--- src/rtl/hbm_wr_engine_mo.sv ---
// Multi-outstanding AXI write benchmark engine for one HBM pseudo-channel.
// Issues strided bursts inside a work-group window; a run ends at the last B response.
module hbm_wr_engine_mo #(
    parameter int ADDR_WIDTH      = 33,
    parameter int DATA_WIDTH      = 256,
    parameter int ID_WIDTH        = 6,
    parameter int NUM_IDS         = 4,
    parameter int MAX_OUTSTANDING = 16,
    parameter int PARAMS_BITS     = 256
) (
    input  logic                      clk,
    input  logic                      rst_n,
    input  logic                      start,
    input  logic [PARAMS_BITS-1:0]    lt_params,
    output logic                      end_of_exec,
    output logic [63:0]               exec_cycles,
    output logic [31:0]               b_err_cnt,
    output logic                      m_axi_AWVALID,
    input  logic                      m_axi_AWREADY,
    output logic [ADDR_WIDTH-1:0]     m_axi_AWADDR,
    output logic [ID_WIDTH-1:0]       m_axi_AWID,
    output logic [7:0]                m_axi_AWLEN,
    output logic [2:0]                m_axi_AWSIZE,
    output logic [1:0]                m_axi_AWBURST,
    output logic                      m_axi_AWLOCK,
    output logic [3:0]                m_axi_AWCACHE,
    output logic [2:0]                m_axi_AWPROT,
    output logic [3:0]                m_axi_AWQOS,
    output logic [3:0]                m_axi_AWREGION,
    output logic                      m_axi_WVALID,
    input  logic                      m_axi_WREADY,
    output logic [DATA_WIDTH-1:0]     m_axi_WDATA,
    output logic [DATA_WIDTH/8-1:0]   m_axi_WSTRB,
    output logic                      m_axi_WLAST,
    output logic [ID_WIDTH-1:0]       m_axi_WID,
    input  logic                      m_axi_BVALID,
    output logic                      m_axi_BREADY,
    input  logic [1:0]                m_axi_BRESP,
    input  logic [ID_WIDTH-1:0]       m_axi_BID
);
    localparam int SIZE    = $clog2(DATA_WIDTH / 8);
    localparam int LANES32 = DATA_WIDTH / 32;
    localparam int LANES64 = DATA_WIDTH / 64;

    typedef enum logic [2:0] {S_IDLE, S_SETUP, S_RUN, S_DRAIN, S_DONE} state_t;

    state_t state_q, state_d;
    logic [PARAMS_BITS-1:0] params_q;
    logic start_q;
    logic [31:0] wg_q, wg_d, stride_q, stride_d, offset_q, offset_d, gbeat_q, gbeat_d;
    logic [31:0] b_err_q, b_err_d, beats_w;
    logic [63:0] num_ops_q, num_ops_d, aw_cnt_q, aw_cnt_d, w_cnt_q, w_cnt_d;
    logic [63:0] b_cnt_q, b_cnt_d, exec_q, exec_d;
    logic [7:0] awlen_q, awlen_d, beat_q, beat_d;
    logic [ADDR_WIDTH-1:0] init_q, init_d, awaddr_q, awaddr_d;
    logic [1:0] pattern_q, pattern_d;
    logic awvalid_q, awvalid_d;
    logic [ID_WIDTH-1:0] awid_q, awid_d, wid_q, wid_d;
    logic in_setup, in_busy, idle_like;
    logic aw_hs, w_hs, w_last_hs, aw_hold, wvalid;
    logic [DATA_WIDTH-1:0] data_p1, data_p2;
    logic unused_sig;

    always_ff @(posedge clk) begin
        if (!rst_n) begin
            state_q <= S_IDLE;
        end else begin
            state_q <= state_d;
        end
    end

    always_comb begin
        state_d = state_q;
        case (state_q)
            S_IDLE:  if (start_q) state_d = S_SETUP;
            S_SETUP: state_d = (num_ops_q == 64'd0) ? S_DONE : S_RUN;
            S_RUN: begin
                if (aw_cnt_q == num_ops_q && w_cnt_q == num_ops_q)
                    state_d = (b_cnt_q == num_ops_q) ? S_DONE : S_DRAIN;
            end
            S_DRAIN: if (b_cnt_q == num_ops_q) state_d = S_DONE;
            S_DONE:  state_d = S_IDLE;
            default: state_d = S_IDLE;
        endcase
    end

    always_comb begin
        end_of_exec = (state_q == S_DONE);
        in_setup    = (state_q == S_SETUP);
        in_busy     = (state_q == S_RUN) || (state_q == S_DRAIN);
        idle_like   = (state_q == S_IDLE) || (state_q == S_DONE);
    end

    assign beats_w = params_q[159:128] >> SIZE;
    assign wvalid  = (w_cnt_q < aw_cnt_q);

    always_comb begin
        wg_d = wg_q; stride_d = stride_q; num_ops_d = num_ops_q; awlen_d = awlen_q;
        init_d = init_q; pattern_d = pattern_q;
        aw_cnt_d = aw_cnt_q; w_cnt_d = w_cnt_q; b_cnt_d = b_cnt_q; offset_d = offset_q;
        gbeat_d = gbeat_q; beat_d = beat_q; exec_d = exec_q; b_err_d = b_err_q;
        awid_d = awid_q; wid_d = wid_q; awaddr_d = awaddr_q;
        aw_hs     = awvalid_q & m_axi_AWREADY;
        w_hs      = wvalid & m_axi_WREADY;
        w_last_hs = w_hs & (beat_q == awlen_q);
        if (state_q == S_IDLE && start_q) begin
            wg_d      = params_q[31:0];
            stride_d  = params_q[63:32];
            num_ops_d = params_q[127:64];
            awlen_d   = beats_w[7:0] - 8'd1;
            init_d    = params_q[ADDR_WIDTH+159:160];
            pattern_d = params_q[209:208];
        end
        if (in_setup) begin
            aw_cnt_d = '0; w_cnt_d = '0; b_cnt_d = '0; offset_d = '0;
            gbeat_d = '0; beat_d = '0; exec_d = '0; b_err_d = '0;
            awid_d = '0; wid_d = '0;
        end else begin
            if (aw_hs) begin
                aw_cnt_d = aw_cnt_q + 64'd1;
                offset_d = offset_q + stride_q;
                awid_d   = (awid_q == ID_WIDTH'(NUM_IDS - 1)) ? '0 : awid_q + 1'b1;
            end
            if (w_hs) begin
                gbeat_d = gbeat_q + 32'd1;
                beat_d  = w_last_hs ? 8'd0 : beat_q + 8'd1;
            end
            if (w_last_hs) begin
                w_cnt_d = w_cnt_q + 64'd1;
                wid_d   = (wid_q == ID_WIDTH'(NUM_IDS - 1)) ? '0 : wid_q + 1'b1;
            end
            // Stray responses outside a run are reported as errors but never move the FSM.
            if (m_axi_BVALID) begin
                if (!idle_like) b_cnt_d = b_cnt_q + 64'd1;
                if ((idle_like || m_axi_BRESP != 2'b00) && b_err_q != '1)
                    b_err_d = b_err_q + 32'd1;
            end
            if (in_busy) exec_d = exec_q + 64'd1;
        end
        // The outstanding limit only gates a fresh assertion; a pending AW is never withdrawn.
        aw_hold   = awvalid_q & ~m_axi_AWREADY;
        awvalid_d = aw_hold || (state_d == S_RUN && aw_cnt_d < num_ops_q &&
                                (aw_cnt_d - b_cnt_d) < 64'(MAX_OUTSTANDING));
        if (!aw_hold) awaddr_d = init_q + ADDR_WIDTH'(offset_d & (wg_q - 32'd1));
    end

    always_ff @(posedge clk) begin
        if (!rst_n) begin
            params_q <= '0; start_q <= 1'b0;
            wg_q <= '0; stride_q <= '0; num_ops_q <= '0; awlen_q <= '0;
            init_q <= '0; pattern_q <= '0;
            aw_cnt_q <= '0; w_cnt_q <= '0; b_cnt_q <= '0; offset_q <= '0;
            gbeat_q <= '0; beat_q <= '0; exec_q <= '0; b_err_q <= '0;
            awid_q <= '0; wid_q <= '0; awaddr_q <= '0; awvalid_q <= 1'b0;
        end else begin
            params_q <= lt_params; start_q <= start;
            wg_q <= wg_d; stride_q <= stride_d; num_ops_q <= num_ops_d; awlen_q <= awlen_d;
            init_q <= init_d; pattern_q <= pattern_d;
            aw_cnt_q <= aw_cnt_d; w_cnt_q <= w_cnt_d; b_cnt_q <= b_cnt_d; offset_q <= offset_d;
            gbeat_q <= gbeat_d; beat_q <= beat_d; exec_q <= exec_d; b_err_q <= b_err_d;
            awid_q <= awid_d; wid_q <= wid_d; awaddr_q <= awaddr_d; awvalid_q <= awvalid_d;
        end
    end

    genvar gi;
    generate
        for (gi = 0; gi < LANES32; gi++) begin : g_p1
            assign data_p1[gi*32 +: 32] = gbeat_q;
        end
        for (gi = 0; gi < LANES64; gi++) begin : g_p2
            assign data_p2[gi*64 +: 64] = {w_cnt_q[31:0], 24'd0, beat_q};
        end
    endgenerate

    always_comb begin
        case (pattern_q)
            2'd0:    m_axi_WDATA = '0;
            2'd1:    m_axi_WDATA = data_p1;
            2'd2:    m_axi_WDATA = data_p2;
            default: m_axi_WDATA = '1;
        endcase
    end

    assign exec_cycles    = exec_q;
    assign b_err_cnt      = b_err_q;
    assign m_axi_AWVALID  = awvalid_q;
    assign m_axi_AWADDR   = awaddr_q;
    assign m_axi_AWID     = awid_q;
    assign m_axi_AWLEN    = awlen_q;
    assign m_axi_AWSIZE   = 3'(SIZE);
    assign m_axi_AWBURST  = 2'b01;
    assign m_axi_AWLOCK   = 1'b0;
    assign m_axi_AWCACHE  = 4'd0;
    assign m_axi_AWPROT   = 3'b010;
    assign m_axi_AWQOS    = 4'd0;
    assign m_axi_AWREGION = 4'd0;
    assign m_axi_WVALID   = wvalid;
    assign m_axi_WSTRB    = '1;
    assign m_axi_WLAST    = wvalid & (beat_q == awlen_q);
    assign m_axi_WID      = wid_q;
    assign m_axi_BREADY   = 1'b1;
    assign unused_sig     = ^{m_axi_BID, params_q, beats_w};
endmodule
--- config.mk ---
export PLATFORM = sky130hd
export DESIGN_NAME = hbm_wr_engine_mo
export DESIGN_NICKNAME = d
export VERILOG_FILES = /design/src/rtl/hbm_wr_engine_mo.sv
export SDC_FILE = /design/constraint.sdc
export NUM_CORES = 2
export LEC_CHECK = 0
export CAP_MARGIN = 20
export CORE_MARGIN = 5
export CORE_UTILIZATION = 30
export CTS_BUF_LIST = sky130_fd_sc_hd__clkbuf_16
export DETAILED_ROUTE_END_ITERATION = 10
export SLEW_MARGIN = 20
export SYNTH_ARGS = -nofsm -noshare
export SYNTH_HDL_FRONTEND = slang
export SYNTH_SLANG_ARGS = --single-unit
export TNS_END_PERCENT = 20
--- constraint.sdc ---
create_clock -name clk -period 7.1 [get_ports clk]
set_input_delay 1.775 -clock clk [delete_from_list [all_inputs] [get_ports clk]]
set_output_delay 1.775 -clock clk [all_outputs]
set_load 0.05 [all_outputs]
==> impl_metrics.yaml <==
timing:
  finalHoldWorstSlack_ns: 0.427
  worst_slew_pin_slew_ns: 1.02
  slew_headroom: 0.316
  min_period_ns: 6.89
  timing.final.crit_share: 0.971
  finalSetupViolations: 0
  fin_tns_setup_ns: 0
  final_max_slew_viol_count: 0
  fmaxAchievable_mhz: 145
  worst_skew_ns: 0.0395
  final-hold-violation-count: 0
cells_and_area:
  drive_above_1_share: 0.110
  area_growth_from_synthesis_to_layout_pct: 27.5
  nFillCells: 15100
  finalInstanceArea_um2: 56400
  layout.nets: 6736
  fin_util: 0.386
hold_path:
  hp_start: "params_q[104]"
  min-delay-path-class: "flop to flop"
  worstHoldEndpoint: "num_ops_q[40]"
  hold_depth: 2
synth:
  synth_cell_type_count: 97
  synthesis.instances: 5549
  synth.ff_latch_count: 752
  post_synth_instance_area_um2: 44200
  yosys-top-cells-count: "sky130_fd_sc_hd__dfxtp_1, sky130_fd_sc_hd__nand2_1, sky130_fd_sc_hd__nor2_1"
  library_cell_occupying_the_most_area_in_the_post_synthesis_netlist: "sky130_fd_sc_hd__dfxtp_1"
  synth.yosys.seq_area_share: 0.340
  ys_async_sr_fraction: 0
  post-synth-top-area-fraction: 0.340
  most_frequent_cell_after_synthesis: "sky130_fd_sc_hd__dfxtp_1"
  edff_count_synth: 0
  avgSynthCellArea_um2: 7.97
  ys_top_cells_by_area: "sky130_fd_sc_hd__dfxtp_1, sky130_fd_sc_hd__ha_1, sky130_fd_sc_hd__xnor2_1"
  synthFlopType: "sky130_fd_sc_hd__dfxtp_1"
  yosys_warnings: 0
routing:
  drt_iter0_drc: 3005
  detail_route.drc_violations: 0
  drt.antenna.violating_nets: 0
  finalWirelength_mm: 173
  drt_pass1_iterations: 6
  post_drt_wl_per_cell_um: 21.1
  vias_per_cell: 5.01
  routed-via-count: 41000
setup_path:
  worstRegToRegCells: 28
  critical_path_peak_fanout: 3
  critPathTopFamily: "simple AND/OR/NAND/NOR gates"
  kind_of_start_point_of_the_critical_path: "primary input"
  critPathArrivalTime_ns: 7.53
  reg2reg_from: "stride_q[0]"
  reg2reg_to: "m_axi_AWADDR[32]"
  crit_required_ns: 7.73
  critPathSlowestCell: "sky130_fd_sc_hd__clkdlybuf4s50_1"
  internal_reg_to_reg_setup_slack_ns: 0.69
  critical-path-top-cell-by-count: "sky130_fd_sc_hd__buf_4"
  crit_path_max_incr_delay_ns: 0.48
  timing.critical_path.buf_inv: 6
  critical_path_class: "primary input to flop"
  crit_path_end_kind: "flop"
floorplanning:
  dieHeight_um: 394
  fp-row-count: 140
  die_extent_in_x_um: 394
  initial_utilization: 0.303
  boundaryPins: 733
  placeableCoreArea_um2: 146000
  die-area_um2: 155000
clocking:
  clock_tree_buf_depth: 3
  clock_tree.root_cell: "sky130_fd_sc_hd__clkbuf_16"
  cts.reportedPaths.clkPinSlew_ns: 0.07
  cts_htree_levels: 3
  latest_clock_arrival_within_the_worst_skew_pair_ns: 0.71
  cts_buffers: 90
  cts_sinks: 752
  tritoncts: "done"
run_status:
  run_status: "finished, final reports clean"
placed_design:
  place_congestion: 0.976
  portBuffers: 587
  postPlaceCellArea_um2: 53200
  post-dp-hpwl_mm: 136
pwr:
  static-leakage-power_nw: 23.0
  power.ir.vdd_worst_mv: 0.156
  power_mw: 9.99
  power-per-cell-area_nw_per_um2: 177
global_route:
  grt_start_max_net_pins: 185
  residual_overflow_from_global_routing: 0
  grt_first_pass_wirelength_mm: 254
  antenna_found_initial: 7
  grtUsageTotal: 0.213
  grt_pass1_vias: 39600
flow_run:
  maxCapViolCount: 0
-- cells in the final DEF, fill, tap and decap left out, types with 223 or more instances in the layout --
cell type and instances:
sky130_fd_sc_hd__and2_1 246, sky130_fd_sc_hd__xor2_1 243, sky130_fd_sc_hd__buf_4 441, sky130_fd_sc_hd__ha_1 260, sky130_fd_sc_hd__xnor2_1 309, sky130_fd_sc_hd__inv_1 223
sky130_fd_sc_hd__clkdlybuf4s50_1 585, sky130_fd_sc_hd__a21oi_1 403, sky130_fd_sc_hd__dfxtp_1 750, sky130_fd_sc_hd__nand2_1 681, sky130_fd_sc_hd__nor2_1 506
-- cell families (layout without fill, tap and decap cells) --
group	Yosys count	after routing	synth area share
other	2	60	0.000170
AOI/OAI and AO/OA	925	925	0.130
muxes	23	23	0.00526
xor gates and xnor gates	554	554	0.110
buffers and inverters	724	1400	0.0828
adders and majority gates	262	262	0.0745
DFF	752	752	0.340
and+or+nand+nor	2307	2307	0.257
-- worst max-delay path by stage --
stage,from,slack [ns],cells after the start,end
final,m_axi_BVALID,0.21,27,m_axi_AWVALID
after global routing,m_axi_BVALID,-0.06,29,m_axi_AWVALID
after CTS,m_axi_AWREADY,0.007,26,m_axi_AWVALID
after detailed placement,m_axi_AWREADY,-0.85,26,m_axi_AWVALID
after global placement,m_axi_AWREADY,-0.71,26,m_axi_AWVALID
after floorplan,m_axi_BVALID,0.41,22,m_axi_AWVALID
-- sequential cells by signal, indices dropped and copies added (netlist names), 2 cells and up --
register,flops
aw_cnt_q,64
b_cnt_q,64
b_err_cnt,32
beat_q,8
exec_cycles,64
gbeat_q,32
init_q,33
m_axi_AWADDR,33
m_axi_AWID,6
m_axi_AWLEN,8
m_axi_WID,6
num_ops_q,64
offset_q,32
params_q,171
pattern_q,2
state_q,3
stride_q,32
w_cnt_q,64
wg_q,32
-- metal layers --
metal  vias to the layer above  track usage  share of wire
li1                      20000            -              -
met1                     19500        0.276           0.44
met2                      1218        0.353           0.46
met3                       274       0.0370          0.058
met4                         6       0.0802          0.040
met5                         -            0        0.00021
-- tightest hold or removal path: stages, from the launching register on --
cell and delay [ns]:
sky130_fd_sc_hd__dfxtp_1 0.29, sky130_fd_sc_hd__nand2_1 0.05, sky130_fd_sc_hd__a21oi_1 0.05
-- layout make-up --
| cell class | count | area, um2 | area share |
|---|---|---|---|
| sequential | 752 | 15100 | 0.267 |
| clock inverter | 74 | 661 | 0.0117 |
| multi-input combinational | 4125 | 26000 | 0.460 |
| inverter | 205 | 777 | 0.0138 |
| clock buffer | 91 | 2280 | 0.0404 |
| tap | 1917 | 2400 | 0.0426 |
| antenna | 6 | 15.0 | 0.000266 |
| timing repair buffer | 1030 | 9230 | 0.164 |
-- power breakdown --
part,internal [mW],total (mW),switching (mW)
Clock,2.67,4.66,1.99
Sequential,4.31,4.41,0.0933
Combinational,0.348,0.915,0.567
-- per-stage QoR --
| stage | instances | setup WS [ns] |
|---|---|---|
| after floorplan | 5601 | 0.407 |
| after global placement | 8027 | -0.711 |
| after detailed placement | 8027 | -0.846 |
| after CTS | 8192 | 0.00673 |
| after global routing | 8194 | -0.0599 |
| final | 8200 | 0.206 |
-- timing repair --
action / CTS / global route
buffers inserted: 0 / 2
hold buffers: 0 / 0
setup endpoints to repair: 1 / 4
gates resized for setup: 2 / 52
pin swaps: 0 / 14
Power figures use the tool's default switching activity.
